File: src/rtl/axil_arb_pkg.sv
// Shared types for the two-master AXI4-Lite arbiter.
// State encodings, grant index and master count.
package axil_arb_pkg;

  localparam int NUM_MASTERS = 2;

  typedef enum logic [1:0] {
    W_IDLE,
    W_FWD,
    W_RESP
  } wr_state_t;

  typedef enum logic [1:0] {
    R_IDLE,
    R_FWD,
    R_DATA
  } rd_state_t;

  typedef logic grant_t;

endpackage

File: src/rtl/axil_rr_picker.sv
// Two-request round-robin picker with a priority pointer.
// AXIL_ARB_FIXED_PRIO_EN: master 0 always wins, no pointer.
module axil_rr_picker
  import axil_arb_pkg::*;
(
  input  logic                   aclk,
  input  logic                   areset,
  input  logic [NUM_MASTERS-1:0] req,
  input  logic                   upd,
  input  grant_t                 upd_grant,
  output grant_t                 grant
);

`ifdef AXIL_ARB_FIXED_PRIO_EN
  logic unused_ok;
  assign unused_ok = ^{aclk, areset, upd, upd_grant};
  assign grant = grant_t'(~req[0]);
`else
  grant_t ptr;

  // Pointer moves to the master that did not just finish
  always_ff @(posedge aclk or posedge areset) begin
    if (areset) begin
      ptr <= '0;
    end else if (upd) begin
      ptr <= ~upd_grant;
    end
  end

  assign grant = (&req) ? ptr : grant_t'(~req[0]);
`endif

endmodule

File: src/rtl/axil_arbiter_2x1.sv
// Two-master to one-slave AXI4-Lite arbiter, independent read/write.
// Define AXIL_ARB_FIXED_PRIO_EN for fixed master-0 priority.
module axil_arbiter_2x1
  import axil_arb_pkg::*;
#(
  parameter int ADDR_WIDTH = 32,
  parameter int DATA_WIDTH = 32,
  parameter int STRB_WIDTH = DATA_WIDTH / 8
) (
  input  logic                  aclk,
  input  logic                  areset,
  input  logic [ADDR_WIDTH-1:0] s0_axil_awaddr,
  input  logic [2:0]            s0_axil_awprot,
  input  logic                  s0_axil_awvalid,
  output logic                  s0_axil_awready,
  input  logic [DATA_WIDTH-1:0] s0_axil_wdata,
  input  logic [STRB_WIDTH-1:0] s0_axil_wstrb,
  input  logic                  s0_axil_wvalid,
  output logic                  s0_axil_wready,
  output logic                  s0_axil_bvalid,
  input  logic                  s0_axil_bready,
  input  logic [ADDR_WIDTH-1:0] s0_axil_araddr,
  input  logic [2:0]            s0_axil_arprot,
  input  logic                  s0_axil_arvalid,
  output logic                  s0_axil_arready,
  output logic [DATA_WIDTH-1:0] s0_axil_rdata,
  output logic [1:0]            s0_axil_rresp,
  output logic                  s0_axil_rvalid,
  input  logic                  s0_axil_rready,
  input  logic [ADDR_WIDTH-1:0] s1_axil_awaddr,
  input  logic [2:0]            s1_axil_awprot,
  input  logic                  s1_axil_awvalid,
  output logic                  s1_axil_awready,
  input  logic [DATA_WIDTH-1:0] s1_axil_wdata,
  input  logic [STRB_WIDTH-1:0] s1_axil_wstrb,
  input  logic                  s1_axil_wvalid,
  output logic                  s1_axil_wready,
  output logic                  s1_axil_bvalid,
  input  logic                  s1_axil_bready,
  input  logic [ADDR_WIDTH-1:0] s1_axil_araddr,
  input  logic [2:0]            s1_axil_arprot,
  input  logic                  s1_axil_arvalid,
  output logic                  s1_axil_arready,
  output logic [DATA_WIDTH-1:0] s1_axil_rdata,
  output logic [1:0]            s1_axil_rresp,
  output logic                  s1_axil_rvalid,
  input  logic                  s1_axil_rready,
  output logic [ADDR_WIDTH-1:0] m_axil_awaddr,
  output logic [2:0]            m_axil_awprot,
  output logic                  m_axil_awvalid,
  input  logic                  m_axil_awready,
  output logic [DATA_WIDTH-1:0] m_axil_wdata,
  output logic [STRB_WIDTH-1:0] m_axil_wstrb,
  output logic                  m_axil_wvalid,
  input  logic                  m_axil_wready,
  input  logic                  m_axil_bvalid,
  output logic                  m_axil_bready,
  output logic [ADDR_WIDTH-1:0] m_axil_araddr,
  output logic [2:0]            m_axil_arprot,
  output logic                  m_axil_arvalid,
  input  logic                  m_axil_arready,
  input  logic [DATA_WIDTH-1:0] m_axil_rdata,
  input  logic [1:0]            m_axil_rresp,
  input  logic                  m_axil_rvalid,
  output logic                  m_axil_rready
);

  wr_state_t w_st, w_nxt;
  rd_state_t r_st, r_nxt;
  grant_t    wg, wg_nxt, wpick;
  grant_t    rg, rg_nxt, rpick;
  logic      aw_done, aw_dn_nxt;
  logic      w_done, w_dn_nxt;
  logic      aw_hs, w_hs, b_hs, ar_hs, r_hs;
  logic      w_upd, r_upd;

  axil_rr_picker u_wpick (
    .aclk      (aclk),
    .areset    (areset),
    .req       ({s1_axil_awvalid, s0_axil_awvalid}),
    .upd       (w_upd),
    .upd_grant (wg),
    .grant     (wpick)
  );

  axil_rr_picker u_rpick (
    .aclk      (aclk),
    .areset    (areset),
    .req       ({s1_axil_arvalid, s0_axil_arvalid}),
    .upd       (r_upd),
    .upd_grant (rg),
    .grant     (rpick)
  );

  assign aw_hs = m_axil_awvalid & m_axil_awready;
  assign w_hs  = m_axil_wvalid & m_axil_wready;
  assign b_hs  = m_axil_bvalid & m_axil_bready;
  assign ar_hs = m_axil_arvalid & m_axil_arready;
  assign r_hs  = m_axil_rvalid & m_axil_rready;

  always_ff @(posedge aclk or posedge areset) begin
    if (areset) begin
      w_st    <= W_IDLE;
      wg      <= '0;
      aw_done <= 1'b0;
      w_done  <= 1'b0;
      r_st    <= R_IDLE;
      rg      <= '0;
    end else begin
      w_st    <= w_nxt;
      wg      <= wg_nxt;
      aw_done <= aw_dn_nxt;
      w_done  <= w_dn_nxt;
      r_st    <= r_nxt;
      rg      <= rg_nxt;
    end
  end

  // AW and W may complete in either order, or together
  always_comb begin
    w_nxt     = w_st;
    wg_nxt    = wg;
    aw_dn_nxt = aw_done;
    w_dn_nxt  = w_done;
    w_upd     = 1'b0;
    unique case (w_st)
      W_IDLE: begin
        if (s0_axil_awvalid | s1_axil_awvalid) begin
          w_nxt     = W_FWD;
          wg_nxt    = wpick;
          aw_dn_nxt = 1'b0;
          w_dn_nxt  = 1'b0;
        end
      end
      W_FWD: begin
        aw_dn_nxt = aw_done | aw_hs;
        w_dn_nxt  = w_done | w_hs;
        if (aw_dn_nxt & w_dn_nxt) begin
          w_nxt = W_RESP;
        end
      end
      W_RESP: begin
        if (b_hs) begin
          w_nxt = W_IDLE;
          w_upd = 1'b1;
        end
      end
      default: w_nxt = W_IDLE;
    endcase
  end

  always_comb begin
    m_axil_awaddr   = '0;
    m_axil_awprot   = '0;
    m_axil_awvalid  = 1'b0;
    m_axil_wdata    = '0;
    m_axil_wstrb    = '0;
    m_axil_wvalid   = 1'b0;
    m_axil_bready   = 1'b0;
    s0_axil_awready = 1'b0;
    s1_axil_awready = 1'b0;
    s0_axil_wready  = 1'b0;
    s1_axil_wready  = 1'b0;
    s0_axil_bvalid  = 1'b0;
    s1_axil_bvalid  = 1'b0;
    unique case (w_st)
      W_FWD: begin
        m_axil_awaddr   = wg ? s1_axil_awaddr : s0_axil_awaddr;
        m_axil_awprot   = wg ? s1_axil_awprot : s0_axil_awprot;
        m_axil_awvalid  = ~aw_done &
                          (wg ? s1_axil_awvalid : s0_axil_awvalid);
        m_axil_wdata    = wg ? s1_axil_wdata : s0_axil_wdata;
        m_axil_wstrb    = wg ? s1_axil_wstrb : s0_axil_wstrb;
        m_axil_wvalid   = ~w_done &
                          (wg ? s1_axil_wvalid : s0_axil_wvalid);
        s0_axil_awready = ~wg & ~aw_done & m_axil_awready;
        s1_axil_awready = wg & ~aw_done & m_axil_awready;
        s0_axil_wready  = ~wg & ~w_done & m_axil_wready;
        s1_axil_wready  = wg & ~w_done & m_axil_wready;
      end
      W_RESP: begin
        m_axil_bready  = wg ? s1_axil_bready : s0_axil_bready;
        s0_axil_bvalid = ~wg & m_axil_bvalid;
        s1_axil_bvalid = wg & m_axil_bvalid;
      end
      default: ;
    endcase
  end

  always_comb begin
    r_nxt  = r_st;
    rg_nxt = rg;
    r_upd  = 1'b0;
    unique case (r_st)
      R_IDLE: begin
        if (s0_axil_arvalid | s1_axil_arvalid) begin
          r_nxt  = R_FWD;
          rg_nxt = rpick;
        end
      end
      R_FWD: begin
        if (ar_hs) begin
          r_nxt = R_DATA;
        end
      end
      R_DATA: begin
        if (r_hs) begin
          r_nxt = R_IDLE;
          r_upd = 1'b1;
        end
      end
      default: r_nxt = R_IDLE;
    endcase
  end

  always_comb begin
    m_axil_araddr   = '0;
    m_axil_arprot   = '0;
    m_axil_arvalid  = 1'b0;
    m_axil_rready   = 1'b0;
    s0_axil_arready = 1'b0;
    s1_axil_arready = 1'b0;
    s0_axil_rdata   = '0;
    s1_axil_rdata   = '0;
    s0_axil_rresp   = '0;
    s1_axil_rresp   = '0;
    s0_axil_rvalid  = 1'b0;
    s1_axil_rvalid  = 1'b0;
    unique case (r_st)
      R_FWD: begin
        m_axil_araddr   = rg ? s1_axil_araddr : s0_axil_araddr;
        m_axil_arprot   = rg ? s1_axil_arprot : s0_axil_arprot;
        m_axil_arvalid  = rg ? s1_axil_arvalid : s0_axil_arvalid;
        s0_axil_arready = ~rg & m_axil_arready;
        s1_axil_arready = rg & m_axil_arready;
      end
      R_DATA: begin
        m_axil_rready = rg ? s1_axil_rready : s0_axil_rready;
        if (rg) begin
          s1_axil_rdata  = m_axil_rdata;
          s1_axil_rresp  = m_axil_rresp;
          s1_axil_rvalid = m_axil_rvalid;
        end else begin
          s0_axil_rdata  = m_axil_rdata;
          s0_axil_rresp  = m_axil_rresp;
          s0_axil_rvalid = m_axil_rvalid;
        end
      end
      default: ;
    endcase
  end

endmodule

File: config.mk
export PLATFORM = sky130hd
export DESIGN_NAME = axil_arbiter_2x1
export DESIGN_NICKNAME = d
export VERILOG_FILES = /design/src/rtl/axil_arb_pkg.sv /design/src/rtl/axil_rr_picker.sv /design/src/rtl/axil_arbiter_2x1.sv
export SDC_FILE = /design/constraint.sdc
export NUM_CORES = 1
export LEC_CHECK = 0
export ABC_AREA = 1
export CAP_MARGIN = 20
export CORE_AREA = 4 4 176 178
export CTS_BUF_LIST = sky130_fd_sc_hd__clkbuf_4 sky130_fd_sc_hd__clkbuf_8 sky130_fd_sc_hd__clkbuf_16
export DETAILED_ROUTE_END_ITERATION = 10
export DIE_AREA = 0 0 180 182
export DONT_BUFFER_PORTS = 1
export GPL_ROUTABILITY_DRIVEN = 0
export SLEW_MARGIN = 20
export SYNTH_ARGS = -nofsm -noshare
export SYNTH_HDL_FRONTEND = slang
export SYNTH_SLANG_ARGS = --single-unit
File: constraint.sdc
create_clock -name aclk -period 1.43 [get_ports aclk]
set_input_delay 0.3575 -clock aclk [delete_from_list [all_inputs] [get_ports aclk]]
set_output_delay 0.3575 -clock aclk [all_outputs]
set_load 0.02 [all_outputs]
==> results of run 1 <==
-- metrics by stage --
| step | cell area (um^2) | util | setup slack (ps) |
|---|---|---|---|
| after floorplan | 3990 | - | -103 |
| after global placement | 5270 | 0.179 | -94.1 |
| after detailed placement | 5270 | 0.179 | -114 |
| after CTS | 5830 | 0.198 | -357 |
| after global routing | 6550 | 0.223 | -398 |
| final | 6550 | 0.223 | -345 |
-- worst paths after layout --
check,startpoint,endpoint,cells after the start
worst max-delay path,r_st[0],s0_axil_arready,6
worst min-delay path,areset,u_rpick.ptr,2
worst max register to register,r_st[0],r_st[0],8
worst min register to register,u_wpick.ptr,u_wpick.ptr,2
max in group asynchronous,areset,wg,2
min in group aclk,m_axil_arready,r_st[1],2
-- timing repair --
action,4_1_cts,5_1_grt
pin swaps,49,38
endpoints found under the setup margin,189,191
cloned,2,13
resized for setup,92,104
hold endpoints to repair,0,0
setup buffers,6,3
-- cells in the mapped netlist --
cell type	n	area share
nor3_1	3	0.0053
nor3_2	1	0.0036
nand2_2	2	0.0045
clkbuf_1	8	0.011
o21ai_2	1	0.0031
buf_2	14	0.025
nor2_1	77	0.10
o21ai_0	3	0.0053
a21oi_2	32	0.10
dfrtp_1	10	0.089
a21oi_1	83	0.15
a21boi_0	1	0.0027
o32ai_1	1	0.0031
nor2_4	3	0.012
o21ai_1	2	0.0036
nor4_1	4	0.0089
nand3_1	1	0.0018
a21o_1	1	0.0027
inv_1	47	0.063
nand4_1	2	0.0045
nor2_2	1	0.0022
inv_2	6	0.0080
buf_6	14	0.056
buf_4	6	0.016
nand2_1	238	0.32
-- final cells by class --
class                   instances  area share
multi-input cells             456       0.551
repair buffers                158       0.288
diodes                          2    0.000765
inverters                      53      0.0338
well taps                     390      0.0745
clock buffers                   4      0.0136
flip-flops and latches         10      0.0386
-- metal layers --
| metal | routed length (um) | vias to the layer above |
|---|---|---|
| met2 | 9990 | 302 |
| li1 | - | 1982 |
| met3 | 1800 | 26 |
| met4 | 508 | 2 |
| met1 | 6210 | 1966 |
| met5 | 17 | - |
-- layout by cell type (no fill, tap or decap), types with 4 or more instances in the layout --
cell and count:
buf_16 4, nand2_4 18, inv_2 5, nor2_1 7
dfrtp_1 8, nand2_1 206, inv_1 44, buf_4 57
a21oi_4 94, a21oi_2 14, clkbuf_16 11, a21oi_1 7
nor2_4 24, nand2_2 15, nor2_2 50, buf_6 71
buf_12 15
-- cells by family after synthesis --
logic type             synth area share
AOI/OAI and AO/OA                 0.268
buffers and inverters             0.179
DFF                              0.0891
and+or+nand+nor                   0.464
-- worst max-delay path, stage by stage, from the launching register on --
cell and delay [ps]:
dfrtp_1 400, inv_2 70, nor2_4 140, inv_6 90
buf_4 170, nor3_4 160, buf_6 150
-- registers in the layout (all words and copies together) (netlist names) --
| signal | cells |
|---|---|
| u_rpick.ptr | 1 |
| rg | 1 |
| w_done | 1 |
| aw_done | 1 |
| r_st | 2 |
| wg | 1 |
| w_st | 2 |
| u_wpick.ptr | 1 |
-- power groups by stage --
| stage | clock, mW | sequential [mW] | combinational [mW] |
|---|---|---|---|
| after floorplan | 0 | 0.516 | 8.39 |
| after global placement | 0 | 0.540 | 10.5 |
| after detailed placement | 0 | 0.545 | 10.6 |
| after CTS | 0.613 | 0.582 | 11.6 |
| after global routing | 0.632 | 0.606 | 13.8 |
| final | 0.574 | 0.589 | 13.0 |
==> impl_metrics.tcl, run 1 <==
set metrics [dict create \
    top_usage_layer "met2" \
    grt_first_pass_wirelength_um 24900 \
    grt_overflow 0 \
    cp_data_required_time_ps 1070 \
    root_buffer "clkbuf_16" \
    core-area_mm2 0.0294 \
    final_cell_count_no_fill 1073 \
    period_share 1.24 \
    setup_ws_ps -345 \
    place_inst 1043 \
    final.min_clock_period_ps 1780 \
    cts_buffer_depth 2 \
    ys_warn_count 0 \
    grt_use_met2 0.179 \
    first_pass_iters 4 \
    start_util 0.0955 \
    syn_nets 824 \
    wire_per_inst_um 17.3 \
    p_seq_frac 0.041 \
    fin_hold_ws_ps -3.21 \
    status "complete, but fails checks" \
    final_nets 945 \
    max_freq_ghz 0.563 \
    violations "negative hold slack, negative setup slack" \
    avgViaCountPerCell 3.99 \
    use_met3 0.0306 \
    route.vias.total 4278 \
    skew_ps 0.452 \
    combPwrFrac 0.918 \
    drive_gt1_frac 0.586 \
    max_slew_margin 0.791 \
    powerDensity_mw_per_mm2 2170 \
    cts_buffers 3 \
    finalHoldViolCount 4 \
    rsz0062_at_grt "true" \
    report.power.total_mw 14.2 \
    clock_sinks 10 \
    crit_fanout 7 \
    fp-row-count 63 \
    die_h_um 182 \
    clk_latency_ps 240 \
    seqCellArea_um2 253 \
    path_clk_slew_ps 50 \
    totalWireLength_um 18500 \
    syn2layout_area_growth_pct 133 \
    synthCells 561 \
    crit_path_start_kind "flip-flop" \
    cts_hold_buf 0 \
    finalSetupViolCount 189 \
    grt_use_total 0.0940 \
    p_int_mw 5.73 \
    fill_cells 3192 \
    path_class "flip-flop to output pin" \
    die_x_um 180 \
    reg2reg_slack_ps 40 \
    fp.dieArea_mm2 0.0328 \
    tightest_slew_ps 313 \
    io_buffer_count 0 \
    worst_hold_path_type "primary input to async pin" \
    drt_iter0_drc 159 \
    end_kind "output pin" \
    irDropWorstVdd_v 0.00106 \
    drtAntennaViolNets 0 \
    grt_pass1_vias 4264 \
    drc 0 \
    yosysSeqAreaShare 0.0891 \
    final.setup.tns_ps -54610 \
    switching_share 0.596 \
    drv_cap 0 \
    multiInputGateArea_mm2 0.00361 \
    h-tree-depth 1 \
    use_met1 0.0967 \
    syn_area_per_cell_um2 5.00 \
    yosys_register_bits 10 \
    dp_hpwl_um 14400 \
    cts_tree "yes" \
    p_switching_mw 8.46 \
    cp.arrival_ps 1420 \
    ys_types 25 \
    grt_max_degree 36 \
    antenna_found_initial 4 \
    syn_area_mm2 0.00281 \
    slew_violations 0 \
    leakage_nw 2.58 \
    clkPwrFrac 0.040 \
    top_level_ports 452 \
]
No activity file was read; power rests on OpenSTA's default activity.
==> inputs of run 2 (changes only) <==
Settings changed: PLACE_DENSITY_LB_ADDON from default to 0.25.
==> run 2 against run 1 <==
Effect of this change: the run ends with negative setup slack left; non-clock buffer count is 30 higher; wire length up 9.4%; clock skew is essentially flat; die area did not move; clock power is essentially flat; critical path depth unchanged; critical path type unchanged.
==> impl_metrics.tcl, run 2 (synthesized netlist as in run 1, its figures left out) <==
set metrics [dict create \
    status "complete, but fails checks" \
    violations "negative setup slack" \
    max_slew_margin 0.646 \
    crit_fanout 17 \
    period_share 1.29 \
    place_inst 1051 \
    final_common_cell "nand2_1" \
    cp.arrival_ps 1490 \
    final_cell_mix "nand2_1, a21oi_4, buf_6, buf_4, nor2_2" \
    final.min_clock_period_ps 1840 \
    dp_hpwl_um 14700 \
    fill_cells 3214 \
    fp.dieArea_mm2 0.0328 \
    final_cell_count_no_fill 1103 \
    antenna_found_initial 0 \
    grt_first_pass_wirelength_um 26800 \
    timing.rr.end "u_wpick.ptr" \
    root_buffer "clkbuf_16" \
    crit_path_start_kind "flip-flop" \
    cts_tree "yes" \
    core-area_mm2 0.0294 \
    leakage_nw 2.85 \
    grt_overflow 0 \
    cts_buffers 3 \
    design_area_mm2 0.00707 \
    final.setup.tns_ps -60210 \
    cp_data_required_time_ps 1070 \
    avgViaCountPerCell 4.01 \
    grt_use_total 0.101 \
    first_pass_iters 4 \
    worstReg2RegStart "wg" \
    cts_buffer_depth 2 \
    drt_iter0_drc 104 \
    h-tree-depth 1 \
    drc 0 \
    cp.buffers_inverters 3 \
    max_freq_ghz 0.542 \
    reg2reg_slack_ps -100 \
    irDropWorstVdd_v 0.00117 \
    drive_gt1_frac 0.649 \
    drv_cap 0 \
    worstPathCellList "inv_2 > nor2_4 > nand2_4 > clkbuf_16 > nor2_1 > buf_4" \
    path_clk_slew_ps 40 \
    pre_cts_ws_ps -133 \
    grt_max_degree 72 \
    path_class "flip-flop to output pin" \
    clk_latency_ps 240 \
    ff2ff_path_depth 10 \
    grt_pass1_vias 4637 \
    rsz0062_at_grt "true" \
    syn2layout_area_growth_pct 152 \
    start_util 0.0955 \
    diodes 0 \
    die_x_um 180 \
    top_regs "r_st x2, w_st x2" \
    worst_hold_path_type "primary input to async pin" \
    powerDensity_mw_per_mm2 2210 \
    totalWireLength_um 20300 \
    drtAntennaViolNets 0 \
    cts_hold_buf 0 \
    wire_per_inst_um 18.4 \
    finalHoldViolCount 0 \
    cpPeakStageDelay_ps 400 \
    crit_path_top_delay_cell "dfrtp_1" \
    final_nets 977 \
    die_h_um 182 \
    route.vias.total 4425 \
    end_kind "output pin" \
    finalSetupViolCount 194 \
    tightest_slew_ps 531 \
    critical_path.top_delay_family "buffers and inverters" \
    io_buffer_count 0 \
    fp-row-count 63 \
    clock_sinks 10 \
    top_level_ports 452 \
    setup_ws_ps -414 \
    skew_ps 0.724 \
    slew_violations 0 \
    dpl_cell_area_mm2 0.00530 \
]
run 2: cell types whose count changed in the layout (fill, tap and decap cells not counted), moves of 3 or more:
| cell | before | now |
|---|---|---|
| buf_12 | 15 | 20 |
| nand2_4 | 18 | 31 |
| inv_4 | 0 | 3 |
| buf_4 | 57 | 61 |
| buf_6 | 71 | 91 |
| nand2_2 | 15 | 34 |
| nand2_1 | 206 | 175 |
run 2: routing by layer:
metal,routed length (um),global-route usage
met1,6990,0.0990
met5,0,0
met3,1730,0.0335
met2,11000,0.202
met4,525,0.0293
run 2: how the worst max path moves through the flow:
stage            start           endpoint  slack, ps  depth (start not counted)
4_1_cts             wg  m_axil_awaddr[16]       -390                          3
6_report       r_st[1]   s1_axil_rresp[0]       -410                          6
2_1_floorplan  r_st[0]   m_axil_araddr[1]       -100                          5
5_1_grt        r_st[1]   s1_axil_rresp[0]       -480                          6
3_3_place_gp   r_st[0]  m_axil_araddr[20]       -100                          5
3_5_place_dp        rg     s0_axil_rvalid       -130                          5
run 2: report_power, final:
| group | switching, mW | internal, mW | total (mW) |
|---|---|---|---|
| clock | 0.150 | 0.422 | 0.573 |
| combinational | 8.74 | 5.73 | 14.5 |
| sequential | 0.154 | 0.415 | 0.569 |
run 2: through the flow:
stage	hold slack, ps	total power [mW]	utilization
2_1_floorplan	198	8.90	-
3_3_place_gp	336	11.3	0.180
3_5_place_dp	345	11.3	0.180
4_1_cts	82.4	13.8	0.213
5_1_grt	90.9	16.5	0.241
6_report	41.2	15.6	0.241
run 2: layout make-up:
type                       instances  area, um^2  area share
multi-input combinational        456        3730       0.527
timing repair buffer             188        2240       0.317
tap                              390         488      0.0690
sequential                        10         253      0.0357
inverter                          53         250      0.0354
clock buffer                       4        88.8      0.0126
timing repair inverter             2        22.5     0.00318
run 2: repair_timing:
action	in CTS	in global routing
setup endpoints to repair	192	195
gates resized for setup	147	130
pin swaps	23	55
gates cloned	6	11
buffers inserted	18	15
